$ cat src/rtl/mem_arb_pkg.sv
// Shared types and helpers for the mem_arb memory-bus arbiter.
// Source IDs tag each accepted request so responses can be routed back in order.
package mem_arb_pkg;

  typedef enum logic {
    SRC_IM = 1'b0,
    SRC_DM = 1'b1
  } src_e;

  typedef enum logic {
    ST_OPEN = 1'b0,
    ST_HOLD = 1'b1
  } lock_e;

  // Width of a counter that must represent 0..depth inclusive.
  function automatic int cnt_w(input int depth);
    return (depth < 1) ? 1 : $clog2(depth + 1);
  endfunction

  function automatic int ptr_w(input int depth);
    return (depth > 1) ? $clog2(depth) : 1;
  endfunction

  // Winner among the two ports; pref breaks the tie when both are valid.
  function automatic src_e pick_src(input logic dm_valid, input logic im_valid, input src_e pref);
    src_e win;
    if (dm_valid && im_valid) begin
      win = pref;
    end else if (dm_valid) begin
      win = SRC_DM;
    end else if (im_valid) begin
      win = SRC_IM;
    end else begin
      win = pref;
    end
    return win;
  endfunction

endpackage

$ cat src/rtl/mem_arb_id_fifo.sv
// DEPTH-deep, 1-bit synchronous FIFO holding the source ID of each outstanding request.
// A push at full is honoured only when a pop happens in the same cycle.
module mem_arb_id_fifo
  import mem_arb_pkg::*;
#(
  parameter int DEPTH = 2,
  localparam int CW = cnt_w(DEPTH),
  localparam int PW = ptr_w(DEPTH)
) (
  input  logic          clk,
  input  logic          rst,
  input  logic          push,
  input  logic          din,
  input  logic          pop,
  output logic [CW-1:0] count,
  output logic          head
);

  localparam logic [CW-1:0] FULL_CNT = CW'(DEPTH);
  localparam logic [PW-1:0] LAST_PTR = PW'(DEPTH - 1);

  logic [DEPTH-1:0] mem;
  logic [PW-1:0]    wr_ptr;
  logic [PW-1:0]    rd_ptr;
  logic [CW-1:0]    cnt;
  logic             do_push;
  logic             do_pop;

  function automatic logic [PW-1:0] ptr_inc(input logic [PW-1:0] p);
    logic [PW-1:0] n;
    if (p == LAST_PTR) begin
      n = {PW{1'b0}};
    end else begin
      n = p + PW'(1'b1);
    end
    return n;
  endfunction

  assign do_pop  = pop && (cnt != {CW{1'b0}});
  assign do_push = push && ((cnt != FULL_CNT) || do_pop);
  assign count   = cnt;
  assign head    = mem[rd_ptr];

  // Storage and pointers.
  always_ff @(posedge clk or negedge rst) begin
    if (!rst) begin
      mem    <= {DEPTH{1'b0}};
      wr_ptr <= {PW{1'b0}};
      rd_ptr <= {PW{1'b0}};
    end else begin
      if (do_push) begin
        mem[wr_ptr] <= din;
        wr_ptr      <= ptr_inc(wr_ptr);
      end
      if (do_pop) begin
        rd_ptr <= ptr_inc(rd_ptr);
      end
    end
  end

  // Occupancy; simultaneous push and pop leave it unchanged.
  always_ff @(posedge clk or negedge rst) begin
    if (!rst) begin
      cnt <= {CW{1'b0}};
    end else begin
      case ({do_push, do_pop})
        2'b10:   cnt <= cnt + CW'(1'b1);
        2'b01:   cnt <= cnt - CW'(1'b1);
        default: cnt <= cnt;
      endcase
    end
  end

endmodule

$ cat src/rtl/mem_arb.sv
// Arbiter for one memory bus shared by instruction fetch (im_*) and load/store (dm_*).
// Define MEM_ARB_RR_EN for round-robin tie-breaking; otherwise DM has fixed priority.
module mem_arb
  import mem_arb_pkg::*;
#(
  parameter int MAX_OUT = 2,
  parameter int AW      = 64,
  parameter int DW      = 64
) (
  input  logic            clk,
  input  logic            rst,
  input  logic [AW-1:0]   im_req_addr,
  input  logic            im_req_valid,
  output logic            im_req_ready,
  output logic [DW-1:0]   im_resp_rdata,
  output logic            im_resp_valid,
  input  logic [AW-1:0]   dm_req_addr,
  input  logic [DW-1:0]   dm_req_wdata,
  input  logic [DW/8-1:0] dm_req_wmask,
  input  logic            dm_req_wen,
  input  logic            dm_req_valid,
  output logic            dm_req_ready,
  output logic [DW-1:0]   dm_resp_rdata,
  output logic            dm_resp_valid,
  output logic [AW-1:0]   bus_req_addr,
  output logic [DW-1:0]   bus_req_wdata,
  output logic [DW/8-1:0] bus_req_wmask,
  output logic            bus_req_wen,
  output logic            bus_req_valid,
  input  logic            bus_req_ready,
  input  logic [DW-1:0]   bus_resp_rdata,
  input  logic            bus_resp_valid,
  output logic            arb_err
);

  localparam int CW = cnt_w(MAX_OUT);
  localparam logic [CW-1:0] FULL_CNT = CW'(MAX_OUT);

  lock_e         state;
  lock_e         state_nxt;
  src_e          lock_src;
  src_e          lock_src_nxt;
  src_e          grant;
  src_e          pref;
  logic          sel_valid;
  logic          full_blk;
  logic          accept;
  logic          id_pop;
  logic          id_empty;
  logic          id_head;
  logic [CW-1:0] id_count;

`ifdef MEM_ARB_RR_EN
  src_e rr_ptr;

  assign pref = rr_ptr;

  // Round-robin pointer hands the next tie to the port that just lost.
  always_ff @(posedge clk or negedge rst) begin
    if (!rst) begin
      rr_ptr <= SRC_DM;
    end else if (accept) begin
      rr_ptr <= (grant == SRC_DM) ? SRC_IM : SRC_DM;
    end else begin
      rr_ptr <= rr_ptr;
    end
  end
`else
  assign pref = SRC_DM;
`endif

  // A stalled request keeps its grant until the bus takes it.
  always_comb begin
    if (state == ST_HOLD) begin
      grant = lock_src;
    end else begin
      grant = pick_src(dm_req_valid, im_req_valid, pref);
    end
  end

  assign sel_valid     = (grant == SRC_DM) ? dm_req_valid : im_req_valid;
  // A response beat frees a slot in the same cycle, so it lifts the full condition.
  assign full_blk      = (id_count == FULL_CNT) && !bus_resp_valid;
  assign bus_req_valid = sel_valid && !full_blk;
  assign accept        = bus_req_valid && bus_req_ready;
  assign im_req_ready  = accept && (grant == SRC_IM);
  assign dm_req_ready  = accept && (grant == SRC_DM);

  // Request mux; fetches carry no write data or mask.
  always_comb begin
    bus_req_addr  = {AW{1'b0}};
    bus_req_wdata = {DW{1'b0}};
    bus_req_wmask = {(DW/8){1'b0}};
    bus_req_wen   = 1'b0;
    if (bus_req_valid) begin
      case (grant)
        SRC_DM: begin
          bus_req_addr  = dm_req_addr;
          bus_req_wdata = dm_req_wdata;
          bus_req_wmask = dm_req_wmask;
          bus_req_wen   = dm_req_wen;
        end
        SRC_IM: begin
          bus_req_addr  = im_req_addr;
        end
        default: begin
          bus_req_addr  = {AW{1'b0}};
        end
      endcase
    end else begin
      bus_req_wen   = 1'b0;
    end
  end

  // Lock state register.
  always_ff @(posedge clk or negedge rst) begin
    if (!rst) begin
      state    <= ST_OPEN;
      lock_src <= SRC_IM;
    end else begin
      state    <= state_nxt;
      lock_src <= lock_src_nxt;
    end
  end

  // Lock next-state: set on an unaccepted request, release on accept.
  always_comb begin
    state_nxt    = state;
    lock_src_nxt = lock_src;
    case (state)
      ST_OPEN: begin
        if (bus_req_valid && !bus_req_ready) begin
          state_nxt    = ST_HOLD;
          lock_src_nxt = grant;
        end else begin
          state_nxt    = ST_OPEN;
        end
      end
      ST_HOLD: begin
        if (accept) begin
          state_nxt = ST_OPEN;
        end else begin
          state_nxt = ST_HOLD;
        end
      end
      default: begin
        state_nxt    = ST_OPEN;
        lock_src_nxt = SRC_IM;
      end
    endcase
  end

  mem_arb_id_fifo #(
    .DEPTH (MAX_OUT)
  ) u_id_fifo (
    .clk   (clk),
    .rst   (rst),
    .push  (accept),
    .din   (grant),
    .pop   (id_pop),
    .count (id_count),
    .head  (id_head)
  );

  assign id_empty      = (id_count == {CW{1'b0}});
  assign id_pop        = bus_resp_valid && !id_empty;
  assign im_resp_valid = id_pop && (id_head == SRC_IM);
  assign dm_resp_valid = id_pop && (id_head == SRC_DM);
  assign im_resp_rdata = bus_resp_rdata;
  assign dm_resp_rdata = bus_resp_rdata;

  // Sticky error: a response beat with nothing outstanding.
  always_ff @(posedge clk or negedge rst) begin
    if (!rst) begin
      arb_err <= 1'b0;
    end else if (bus_resp_valid && id_empty) begin
      arb_err <= 1'b1;
    end else begin
      arb_err <= arb_err;
    end
  end

endmodule

$ cat config.mk
export PLATFORM = sky130hd
export DESIGN_NAME = mem_arb
export DESIGN_NICKNAME = d
export VERILOG_FILES = /design/src/rtl/mem_arb_pkg.sv /design/src/rtl/mem_arb_id_fifo.sv /design/src/rtl/mem_arb.sv
export SDC_FILE = /design/constraint.sdc
export NUM_CORES = 1
export LEC_CHECK = 0
export CORE_AREA = 2 2 210 212
export DETAILED_ROUTE_END_ITERATION = 8
export DIE_AREA = 0 0 212 214
export SYNTH_ARGS = -nofsm -noshare
export SYNTH_HDL_FRONTEND = slang
export SYNTH_HIERARCHICAL = 1
export SYNTH_SLANG_ARGS = --single-unit
$ cat constraint.sdc
create_clock -name clk -period 2.55 [get_ports clk]
set_input_delay 0.3825 -clock clk [delete_from_list [all_inputs] [get_ports clk]]
set_output_delay 0.3825 -clock clk [all_outputs]
set_load 0.01 [all_outputs]
[After elaboration in Yosys (flattened, before gate mapping)]
Cells that the tools add are included.
Cells by class
  reduce and logical (&&, ||, !) cells: 23
  multiplexer cells: 24
  order comparisons: 3
  eq/ne operators: 4
  bitwise gates (word level): 3
  add/sub/neg operators: 4
Operator list (number)
  two-way mux 64 bit: 3
  one-hot mux 64 bit (2 select lines): 1
  two-way mux 8 bit: 2
  logical AND 1 bit: 14
  two-way mux 1 bit: 14
  equality test 2 bit, second input constant: 2
  logical NOT 1 bit: 4
  less-than comparator 1 x 2 -> 1 bit, second input constant: 2
  one-hot mux 2 bit (2 select lines): 1
  nonzero test 2 bit: 2
  NOT 1 bit: 3
  adder 1 bit, second input constant: 2
  adder 2 x 1 -> 2 bit, second input constant: 1
  bitwise mux 2 bit: 1
  equality test 2 x 1 -> 1 bit, second input constant: 1
  logical NOT 2 bit: 1
  != test 2 bit, second input constant: 1
  one-hot mux 1 bit (2 select lines): 1
  AND reduction 2 bit: 1
  subtractor 2 x 1 -> 2 bit, second input constant: 1
  demux 1 bit (select 1 bit): 1
  greater-or-equal comparator 1 bit, second input constant: 1
  logical OR 1 bit: 1
Word-level totals
  register bits after elaboration: 9
  logic and storage cells: 68

[Longest topological paths before layout]
  depth after elaboration: 10
  mapped depth: 9
  depth with buffers taken out: 6

[Modules after synthesis]
The synthesis kept the hierarchy.
Modules (own cells, without submodules)
  mem_arb: instances 1, cells each 475, seq. area each 75.1 sq um, area each 3074.2 sq um
  mem_arb_id_fifo: instances 1, cells each 28, seq. area each 150.1 sq um, area each 315.3 sq um

[Least setup slack after synthesis]
Ideal clock, no wire load.
  kind: reg2reg
  start point: register lock_src
  end point: register u_id_fifo.cnt[0] (netlist: u_id_fifo/count[0])
  stages on the path, launching flop included: 10
  path slack: 456 ps
  data required time: 2463 ps
  data arrival time: 2006 ps
  period minus slack after synthesis: 2094 ps
  cell sequence: dfrtp_1 -> nand2b_1 -> a21oi_1 -> buf_2 -> buf_2 -> nor3_1 -> buf_4 -> nand2b_1 -> or2_2 -> a22oi_1
Between the ends
  longest elaborated chain between the ends: 7
RTL lines
  start: declaration: RTL line mem_arb.sv:41  | src_e lock_src;
  start signal: assignment: RTL line mem_arb.sv:122  | lock_src <= lock_src_nxt;
  two-way mux 1 bit (*): RTL line mem_arb.sv:74  | if (state == ST_HOLD) begin
  two-way mux 1 bit (*): RTL line mem_arb.sv:81  | assign sel_valid = (grant == SRC_DM) ? dm_req_valid : im_req_valid;
  logical AND 1 bit (*): RTL line mem_arb.sv:84  | assign bus_req_valid = sel_valid && !full_blk;
  logical AND 1 bit (*): RTL line mem_arb.sv:85  | assign accept = bus_req_valid && bus_req_ready;
  named net accept: RTL line mem_arb.sv:47  | logic accept;
  logical AND 1 bit (*): RTL line mem_arb_id_fifo.sv:40  | assign do_push = push && ((cnt != FULL_CNT) || do_pop);
  equality test 2 x 1 -> 1 bit or equality test 2 bit (tied branches): RTL line mem_arb_id_fifo.sv:66  | case ({do_push, do_pop})
  one-hot mux 2 bit (2 select lines) or nonzero test 2 bit (tied branches)
  end signal: assignment: RTL line mem_arb_id_fifo.sv:67  | 2'b10: cnt <= cnt + CW'(1'b1);
  end signal: assignment: RTL line mem_arb_id_fifo.sv:68  | 2'b01: cnt <= cnt - CW'(1'b1);
  end signal: assignment: RTL line mem_arb_id_fifo.sv:69  | default: cnt <= cnt;
  end: declaration: RTL line mem_arb_id_fifo.sv:25  | logic [CW-1:0] cnt;
Mark *: on every way through the listed nets, which the timed path passes. The rest lies on a longest branch.
A chain may end at the register's enable or synchronous reset.

==> metrics.md <==
| Metric | Value |
|---|---|
| Crit path max fanout | `14` |
| Met2 Use GR | `0.154` |
| Core box area | `42900 sq um` |
| Setup_tns | `0 ns` |
| First-pass GRT wire length | `between 30 and 40 mm` |
| Pwr dens | `622 nW/um^2` |
| Critical path class | `flop to primary output` |
| Diodes inserted | `0` |
| Syn-to-layout area delta | `106%` |
| All-layer global routing usage | `0.0962` |
| Worst-path clk slew | `~0.040 ns` |
| Top cell type's share of synthesized area | `0.297` |
| Fin cells | `between 1000 and 1500` |
| Yosys reg bits | `9` |
| Top cell family by delay on the critical path | `buffers and inverters` |
| Tightest Pin Transition | `around 0.40 ns` |
| WHS | `approximately 0.45 ns` |
| Post-DP HPWL | `approximately 18 mm` |
| RSZ-0062 raised after global routing | `no` |
| Worst Path Arrival | `2.08 ns` |
| Per-cell routed wire length | `approximately 19 um` |
| CTS tree | `done` |
| Final core utilization | `0.163` |
| Crit path max-delay cell type | `dfrtp_2` |
| Achievable frequency | `slightly above 400 MHz` |
| WP buf/inv | `4` |
| Initial Util | `0.0790` |
| Height of the die | `~210 um` |
| Busiest grt layer | `met2` |
| Max Clock Skew | `approximately 0.0027 ns` |
| Seq/Total Area, Yosys | `0.0664` |
| Worst vdd ir | `around 0.56 mV` |
| Final worst slack | `~0.086 ns` |
| Max-Cap Viols | `0` |
| Placed Instances | `1291` |
| Vias in the first global route | `4394` |
| Max-slew violation count | `0` |
| CTS Sinks | `9` |
| Most common cell after layout, fill and taps aside | `clkdlybuf4s50_1` |
| Synth area leader | `buf_4` |
| Pre-CTS WS | `-0.572 ns` |
| Max-slew headroom | `0.733` |
| Final setup violation count | `0` |
| DR vias | `approximately 4500` |
| Die ar. | `about 45000 sq um` |
| DRC viols | `0` |
| Met1 GRT Util | `0.116` |
| Top post-synthesis cells by area | `buf_4, a211oi_1, and2_1, nand3_1, o21ai_0` |
| Post-route ant nets | `0` |
| Final period util | `0.966` |
| Drt pass-1 iters | `5` |
| Final Hold Vio Count | `0` |
| GPL Wtd Cong | `0.934` |
| CTS Root Cell | `clkbuf_16` |
| Status | `complete, no violations` |
| Distinct cells, synth | `38` |
| Syn_area_per_cell | `~6.7 sq um` |
| Initial antenna violation count | `2` |
| Post-Synthesis Cells | `approximately 500` |
| Clk Latency, worst-skew pair | `about 0.23 ns` |
| Worst min path class | `input pin to async pin` |
| Data required time at the worst endpoint | `2.17 ns` |
| Synthesis Warnings | `6` |
| H-tree Lvls | `1` |
| Cts hold-fix bufs | `0` |
| GR Overflow Total | `0` |
| Worst Setup Start Kind | `flop` |
| GR Util met3 | `0.0371` |
| Crit-path cells | `buf_4 > nor3b_4 > buf_12 > buf_16 > o21ai_0 > a211oi_1 > clkdlybuf4s15_2` |
| Lkg Pwr | `about 2.9 nW` |
| CTS buffer count | `3` |
| Final wirelength | `approximately 24 mm` |
| Crit path largest cell delay | `~0.42 ns` |
| Syn nets | `slightly below 800` |
| Port Buffers | `~350` |
| Bufs on Longest Clock Path | `2` |
| Row cnt | `76` |
| Most frequent cells in the layout | `clkdlybuf4s50_1, and2_1, nand3_1` |
| Drt initial violations | `about 190` |
| Cell Area, Synth | `approximately 3400 sq um` |
| Largest net degree at the start of global routing | `45` |
| Fin crit period | `about 2.5 ns` |
| Die width | `about 210 um` |
| Crit. End Element | `primary output` |
| Vias per std cell | `~3.4` |
| I/O Pins | `542` |
| Share of cells above drive strength 1 | `0.143` |
| Nets | `just under 1000` |
| Filler instances | `around 4900` |
Yosys cell counts:
cell / instances
and4_1: 1
nand3b_2: 1
or3b_4: 1
dfrtp_1: 9
mux2i_1: 1
a21oi_1: 4
o31ai_1: 1
nor3b_4: 1
clkbuf_2: 8
mux2_1: 2
a211oi_1: 64
buf_2: 29
nor2_1: 5
nand3_1: 64
or2_2: 1
nor2b_1: 2
nor4_1: 1
nand3_2: 1
xor2_1: 1
buf_4: 134
inv_1: 4
nand2b_1: 3
a22oi_1: 1
mux2_2: 1
and2_1: 74
nor3_1: 3
xnor2_1: 2
nand2_1: 2
nor3_4: 1
o21bai_1: 1
nor2b_4: 1
clkbuf_1: 8
a21o_1: 1
o21ai_1: 8
o21ai_0: 58
or3b_1: 1
nor3b_2: 1
o41ai_1: 2
stage by stage:
| stage | cell area (sq um) | total power [mW] |
|---|---|---|
| floorplan | 3390 | 2.19 |
| global placement | 6790 | 4.17 |
| detailed placement | 6790 | 4.20 |
| CTS | 6950 | 4.40 |
| global route | 6980 | 4.65 |
| finish | 6980 | 4.35 |
repair_timing:
item                                    CTS  global route
resized for setup                       159            78
endpoints found under the setup margin  139            93
endpoints found under the hold margin     0             0
gates cloned                              4             1
pin swaps                                 7            11
setup buffers                             4             1
power breakdown:
group	switching [mW]	leakage (nW)	total [mW]	internal, mW
combinational	1.91	2.76	3.79	1.88
sequential	0.0778	0.0996	0.284	0.206
clock	0.0666	0.0382	0.275	0.209
total	2.05	2.90	4.35	2.29
worst paths after layout:
| kind | from | end | slack, ns | depth (start not counted) |
|---|---|---|---|---|
| setup / recovery | flop | bus_req_addr[52] | 0.09 | 7 |
| hold / removal | rst | lock_src | 0.45 | 1 |
| setup reg to reg | lock_src | u_id_fifo/count[0] | 0.41 | 8 |
| hold reg to reg | arb_err | arb_err | 0.47 | 1 |
| max in group asynchronous | rst | u_id_fifo/count[1] | 1.80 | 1 |
| min in group clk | arb_err | arb_err | 0.47 | 1 |
cell families after synthesis:
| logic type | synth area share |
|---|---|
| compound gates | 0.259 |
| xor+xnor | 0.00775 |
| buf+inv | 0.365 |
| flops | 0.0664 |
| mux | 0.0129 |
| simple gates | 0.289 |
cell type report:
| type | count | area [sq um] | share of cell area |
|---|---|---|---|
| inverter | 4 | 15.0 | 0.00215 |
| sequential | 9 | 228 | 0.0326 |
| tap | 585 | 732 | 0.105 |
| clock buffer | 4 | 78.8 | 0.0113 |
| multi-input combinational | 311 | 1990 | 0.285 |
| timing repair buffer | 392 | 3940 | 0.565 |
metal layers:
metal / wire length, um / share of wire / up-vias
met3: 2670 / 0.11 / 70
met2: 10700 / 0.44 / 267
met1: 9910 / 0.41 / 2064
li1: - / - / 2067
met5: 140 / 0.0058 / -
met4: 778 / 0.032 / 6
worst reg2reg max path: stages, from the launching register on:
cell	delay, ns
dfrtp_1	0.45
nand2b_4	0.29
a21oi_4	0.26
buf_4	0.21
nor3_1	0.08
buf_4	0.16
nand2b_1	0.16
or2_2	0.27
a22oi_1	0.17
(Power assumes the default switching activity.)
